===== src/rtl/k12a_input_sync_if.sv =====
// k12a_input_sync_if: board-input conditioning bundle.
// master drives raw inputs and wake control; slave returns conditioned levels.
interface k12a_input_sync_if #(
  parameter int WIDTH = 8
);
  logic [WIDTH-1:0] raw_in;
  logic [WIDTH-1:0] wake_mask;
  logic             wake_ack;
  logic [WIDTH-1:0] clean_out;
  logic [WIDTH-1:0] rise_pulse;
  logic [WIDTH-1:0] fall_pulse;
  logic [WIDTH-1:0] wake_pending;
  logic             wake;

  modport master (
    output raw_in,
    output wake_mask,
    output wake_ack,
    input  clean_out,
    input  rise_pulse,
    input  fall_pulse,
    input  wake_pending,
    input  wake
  );

  modport slave (
    input  raw_in,
    input  wake_mask,
    input  wake_ack,
    output clean_out,
    output rise_pulse,
    output fall_pulse,
    output wake_pending,
    output wake
  );
endinterface


===== src/rtl/k12a_input_sync.sv =====
// k12a_input_sync: synchroniser, debouncer, edge pulses and sticky wake.
// Define K12A_INPUT_SYNC_FALL_WAKE_EN to let masked 1->0 edges wake too.
module k12a_input_sync #(
  parameter int WIDTH           = 8,
  parameter int SYNC_STAGES     = 2,
  parameter int DEBOUNCE_CYCLES = 16
) (
  input  logic               cpu_clock,
  input  logic               reset_n,
  k12a_input_sync_if.slave   io
);

  localparam int CW = $clog2(DEBOUNCE_CYCLES) + 1;
  localparam logic [CW-1:0] LAST = CW'(DEBOUNCE_CYCLES - 1);

  logic [WIDTH-1:0] sync_q [SYNC_STAGES];
  logic [WIDTH-1:0] sync_d [SYNC_STAGES];
  logic [CW-1:0]    cnt_q  [WIDTH];
  logic [CW-1:0]    cnt_d  [WIDTH];
  logic [WIDTH-1:0] clean_q, clean_d;
  logic [WIDTH-1:0] rise_q, rise_d;
  logic [WIDTH-1:0] fall_q, fall_d;
  logic [WIDTH-1:0] pend_q, pend_d;
  logic [WIDTH-1:0] s;
  logic [WIDTH-1:0] wake_ev;

  always_comb begin
    sync_d[0] = io.raw_in;
    for (int k = 1; k < SYNC_STAGES; k++) begin
      sync_d[k] = sync_q[k-1];
    end
  end

  assign s = sync_q[SYNC_STAGES-1];

  always_comb begin
    clean_d = clean_q;
    for (int i = 0; i < WIDTH; i++) begin
      cnt_d[i] = cnt_q[i];
      if (s[i] == clean_q[i]) begin
        cnt_d[i] = '0;
      end else if (cnt_q[i] == LAST) begin
        clean_d[i] = s[i];
        cnt_d[i]   = '0;
      end else begin
        cnt_d[i] = cnt_q[i] + 1'b1;
      end
    end
  end

  assign rise_d = clean_d & ~clean_q;
  assign fall_d = ~clean_d & clean_q;

`ifdef K12A_INPUT_SYNC_FALL_WAKE_EN
  assign wake_ev = (rise_d | fall_d) & io.wake_mask;
`else
  assign wake_ev = rise_d & io.wake_mask;
`endif

  // A new event on the ack edge survives the clear.
  always_comb begin
    pend_d = io.wake_ack ? '0 : pend_q;
    pend_d = pend_d | wake_ev;
  end

  always_ff @(posedge cpu_clock or negedge reset_n) begin
    if (!reset_n) begin
      for (int k = 0; k < SYNC_STAGES; k++) begin
        sync_q[k] <= '0;
      end
      for (int i = 0; i < WIDTH; i++) begin
        cnt_q[i] <= '0;
      end
      clean_q <= '0;
      rise_q  <= '0;
      fall_q  <= '0;
      pend_q  <= '0;
    end else begin
      for (int k = 0; k < SYNC_STAGES; k++) begin
        sync_q[k] <= sync_d[k];
      end
      for (int i = 0; i < WIDTH; i++) begin
        cnt_q[i] <= cnt_d[i];
      end
      clean_q <= clean_d;
      rise_q  <= rise_d;
      fall_q  <= fall_d;
      pend_q  <= pend_d;
    end
  end

  assign io.clean_out    = clean_q;
  assign io.rise_pulse   = rise_q;
  assign io.fall_pulse   = fall_q;
  assign io.wake_pending = pend_q;
  assign io.wake         = |pend_q;

endmodule


===== src/flat_wrapper.sv =====
// flat-port wrapper written by rule: the top's interface ports become plain ports
module k12a_input_sync_flat 
#(
  parameter int WIDTH           = 8,
  parameter int SYNC_STAGES     = 2,
  parameter int DEBOUNCE_CYCLES = 16
)
  (cpu_clock, reset_n, io_raw_in, io_wake_mask, io_wake_ack, io_clean_out, io_rise_pulse, io_fall_pulse, io_wake_pending, io_wake);
  k12a_input_sync_if #(.WIDTH(WIDTH)) io_i ();
  input  logic cpu_clock;
  input  logic reset_n;
  input wire logic [$bits(io_i.raw_in)-1:0] io_raw_in;
  input wire logic [$bits(io_i.wake_mask)-1:0] io_wake_mask;
  input wire logic [$bits(io_i.wake_ack)-1:0] io_wake_ack;
  output wire logic [$bits(io_i.clean_out)-1:0] io_clean_out;
  output wire logic [$bits(io_i.rise_pulse)-1:0] io_rise_pulse;
  output wire logic [$bits(io_i.fall_pulse)-1:0] io_fall_pulse;
  output wire logic [$bits(io_i.wake_pending)-1:0] io_wake_pending;
  output wire logic [$bits(io_i.wake)-1:0] io_wake;
  assign io_i.raw_in = io_raw_in;
  assign io_i.wake_mask = io_wake_mask;
  assign io_i.wake_ack = io_wake_ack;
  assign io_clean_out = io_i.clean_out;
  assign io_rise_pulse = io_i.rise_pulse;
  assign io_fall_pulse = io_i.fall_pulse;
  assign io_wake_pending = io_i.wake_pending;
  assign io_wake = io_i.wake;
  k12a_input_sync #(.WIDTH(WIDTH), .SYNC_STAGES(SYNC_STAGES), .DEBOUNCE_CYCLES(DEBOUNCE_CYCLES)) u_core (.cpu_clock(cpu_clock), .reset_n(reset_n), .io(io_i));
endmodule

===== config.mk =====
export PLATFORM = sky130hd
export DESIGN_NAME = k12a_input_sync_flat
export DESIGN_NICKNAME = d
export VERILOG_FILES = /design/src/rtl/k12a_input_sync_if.sv /design/src/rtl/k12a_input_sync.sv /design/src/flat_wrapper.sv
export SDC_FILE = /design/constraint.sdc
export NUM_CORES = 1
export LEC_CHECK = 0
export BUFFER_PORTS_ARGS = -buffer_cell sky130_fd_sc_hd__buf_4
export CAP_MARGIN = 5
export CORE_MARGIN = 4
export CORE_UTILIZATION = 60
export DETAILED_ROUTE_END_ITERATION = 10
export HOLD_SLACK_MARGIN = 0.05
export PLACE_DENSITY = 0.87
export SLEW_MARGIN = 20
export SYNTH_ARGS = -nofsm -noshare
export SYNTH_HDL_FRONTEND = slang
export SYNTH_SLANG_ARGS = --single-unit

===== constraint.sdc =====
create_clock -name cpu_clock -period 2.35 [get_ports cpu_clock]
set_input_delay 0.47 -clock cpu_clock [delete_from_list [all_inputs] [get_ports cpu_clock]]
set_output_delay 0.47 -clock cpu_clock [all_outputs]
set_load 0.1 [all_outputs]

==> flow_summary.ini <==
[cts]
cts_hold_buf = 0
cts_resized = 0
cts_buffer_depth = 2
cts.sinks = 88
cts_root_buffer = clkbuf_8
path_clk_slew_ns = 0.08
postCtsSetupRepairBufs = 0
cts_buffers = 9
clock_latency_ns = 0.35
cts.htree.levels = 3
cts_tree = done

[finish]
layout_common_cells = 88 x dfrtp_1, 51 x buf_4, 24 x xor2_1, 17 x nand2_1, 16 x nor2_1
nets = 318
n_antenna_cell = 0
drive_gt1_share_pct = 31.4
finalNonFillerCells = 366
layout_commonest_cell = dfrtp_1
areaGrowthSynthToFinish_pct = 20.5

[yosys]
synth-simple-area-share_pct = 17.4
avgSynthCellArea_um2 = 14.5
synth_xor_area_share_pct = 6.37
synthesis.nets = 255
synth_seq_cells = 88
seq_area_frac_synth_pct = 66.7
synth-compound-area-share_pct = 3.64
yosys_warnings = 0
synth_top_family_by_area = simple AND/OR/NAND/NOR gates
syn-cell-area_um2 = 3300
synth_mux_area_share_pct = 2.73
synth_fa_ha_area_share_pct = 3.03
synth.distinct_cells = 18
synth_cells = 228

[critical_path]
critPathLaunchType = register
worstPathArrival_ns = 1.41
critPathKind = reg2out
cp-end-kind = output pin
critPathMaxStageDelay_ns = 0.40
cpMaxStageDelayCell = dfrtp_1
path_max_fanout = 3
cp_data_required_time_ns = 1.88
crit_chain = nor4_1 -> nand2_1 -> buf_4

[placement]
post-dp-hpwl_um = 4030
port_buffers = 51
place_congestion = 0.786
dp.cells = 350

[global_route]
antenna_found_initial = 0
grt.total_usage_pct = 19.2
grt_first_pass_wirelength_um = 9350
grt_overflow = 0
grt_pass1_vias = 1966
grt_max_degree = 59

[floorplanning]
rows = 26
die-area_um2 = 6750
design.core.area_um2 = 5200
die_width_um = 82.2
die_height_um = 82.2
pin_count = 52
start_util_pct = 63.4

[pwr]
p_seq_share_pct = 59.5
comb_power_share_pct = 4.9
clock_power_share_pct = 35.6
p_int_mw = 2.05
power_density_nw_per_um2 = 675
p_sw_uw = 642
ir_drop_mv = 0.447
netSwitchingFraction_pct = 23.9
p_leak_nw = 2.24

[routing]
first_iter_violations = 90
drt_wl_total_um = 5570
final_antenna_net_count = 0
avgRoutedWirePerCell_um = 15.2
first_pass_iters = 4
viasPerCell = 5.26
vias = 1925
drc = 0

[outcome]
status = finished clean

[timing]
slew_headroom_pct = 53.2
finalCritPeriodShare_pct = 80.0
hold_violations = 0
period_needed_ns = 1.88
setup_tns_ns = 0
rsz0062_at_grt = false
setup_viol = 0
worstMarginPinSlew_ns = 0.702
finalMaxSlewViolations = 0
skew_ns = 0.0106
fmax_mhz = 532

[flow_run]
drv_cap = 0

[min_path]
hold_class = in2async
## layout make-up
cell class                      instances  area [um2]
Sequential cell                        88        2200
Fill cell                             336        1220
Multi-Input combinational cell        139        1100
Timing Repair Buffer                   52         403
Clock buffer                           10         138
Tap cell                               70        87.6
Clock inverter                          6        50.0
Inverter                                1        3.75
## cells by family after synthesis
family,count (synthesis)
XOR/XNOR,24
flip-flops,88
multiplexers,8
AND/OR/NAND/NOR,83
buffers and inverters,1
AO/OA/AOI/OAI,16
adder cells (fa/ha/maj),8
## path summary, 6_finish.rpt
path | cells past startpoint | to | from | slack [ns]
worst max-delay path | 3 | io_wake | u_core.io.wake_pending[6] | 0.47
worst min-delay path | 1 | u_core.cnt_q[8] | reset_n | 0.16
worst max register to register | 4 | u_core.io.wake_pending[2] | u_core.cnt_q[25] | 1.01
worst min register to register | 0 | u_core.s[6] | u_core.sync_d[6] | 0.35
max in group asynchronous | 2 | u_core.io.rise_pulse[0] | reset_n | 1.58
min in group cpu_clock | 1 | u_core.sync_d[3] | io_raw_in[3] | 0.22
## metrics by stage
stage	utilization [%]	setup slack (ns)	hold slack [ns]	power, mW	instance area, um2
2_1_floorplan	-	0.124	0.174	1.68	3300
6_report	76.5	0.471	0.164	2.69	3980
3_3_place_gp	72.9	0.863	0.334	1.76	3790
3_5_place_dp	72.9	0.849	0.336	1.76	3790
4_1_cts	76.5	0.453	0.179	2.73	3980
5_1_grt	76.5	0.338	0.186	2.82	3980
## cell usage after synthesis
cell	n	area [um2]
and2_1	9	56.3
nand4b_4	2	47.6
nor3b_2	8	100
nor4_1	2	12.5
xor2_1	24	210
a22o_1	8	70.1
nand4b_2	6	90.1
and3_2	1	7.51
nand3_1	8	40.0
dfrtp_1	88	2200
a31oi_1	8	50.1
nor2_1	16	60.1
inv_1	1	3.75
and3_1	6	37.5
nor3b_1	8	60.1
mux2_2	8	90.1
ha_1	8	100
nand2_1	17	63.8
## worst max-delay path: cells and delay by family, from the launching register on
family | cells | cell delay (ns)
buf+inv | 1 | 0.25
simple gates | 2 | 0.41
flops | 1 | 0.40
## registers in the layout (all words and copies together), names as in the netlist
signal / count
u_core.cnt_q: 40
u_core.io.fall_pulse: 8
u_core.s: 8
u_core.sync_d: 8
u_core.io.wake_pending: 8
u_core.io.rise_pulse: 8
u_core.io.clean_out: 8
## routing by layer
| metal | track usage, % | routed length [um] | vias to the layer above |
|---|---|---|---|
| met5 | 0 | 0 | - |
| met4 | 7.48 | 87 | 0 |
| met3 | 7.38 | 418 | 11 |
| met2 | 29.7 | 2660 | 48 |
| met1 | 24.4 | 2400 | 939 |
| li1 | - | - | 927 |
## power by group through the flow
stage                     Clock, mW  Combinational, mW  Sequential, mW
after CTS                     0.990              0.137            1.60
after global placement            0              0.129            1.63
after global routing           1.06              0.155            1.61
after floorplan                   0             0.0616            1.62
after detailed placement          0              0.136            1.63
final                         0.956              0.132            1.60
Note: power is estimated with default switching activity, not from simulation.
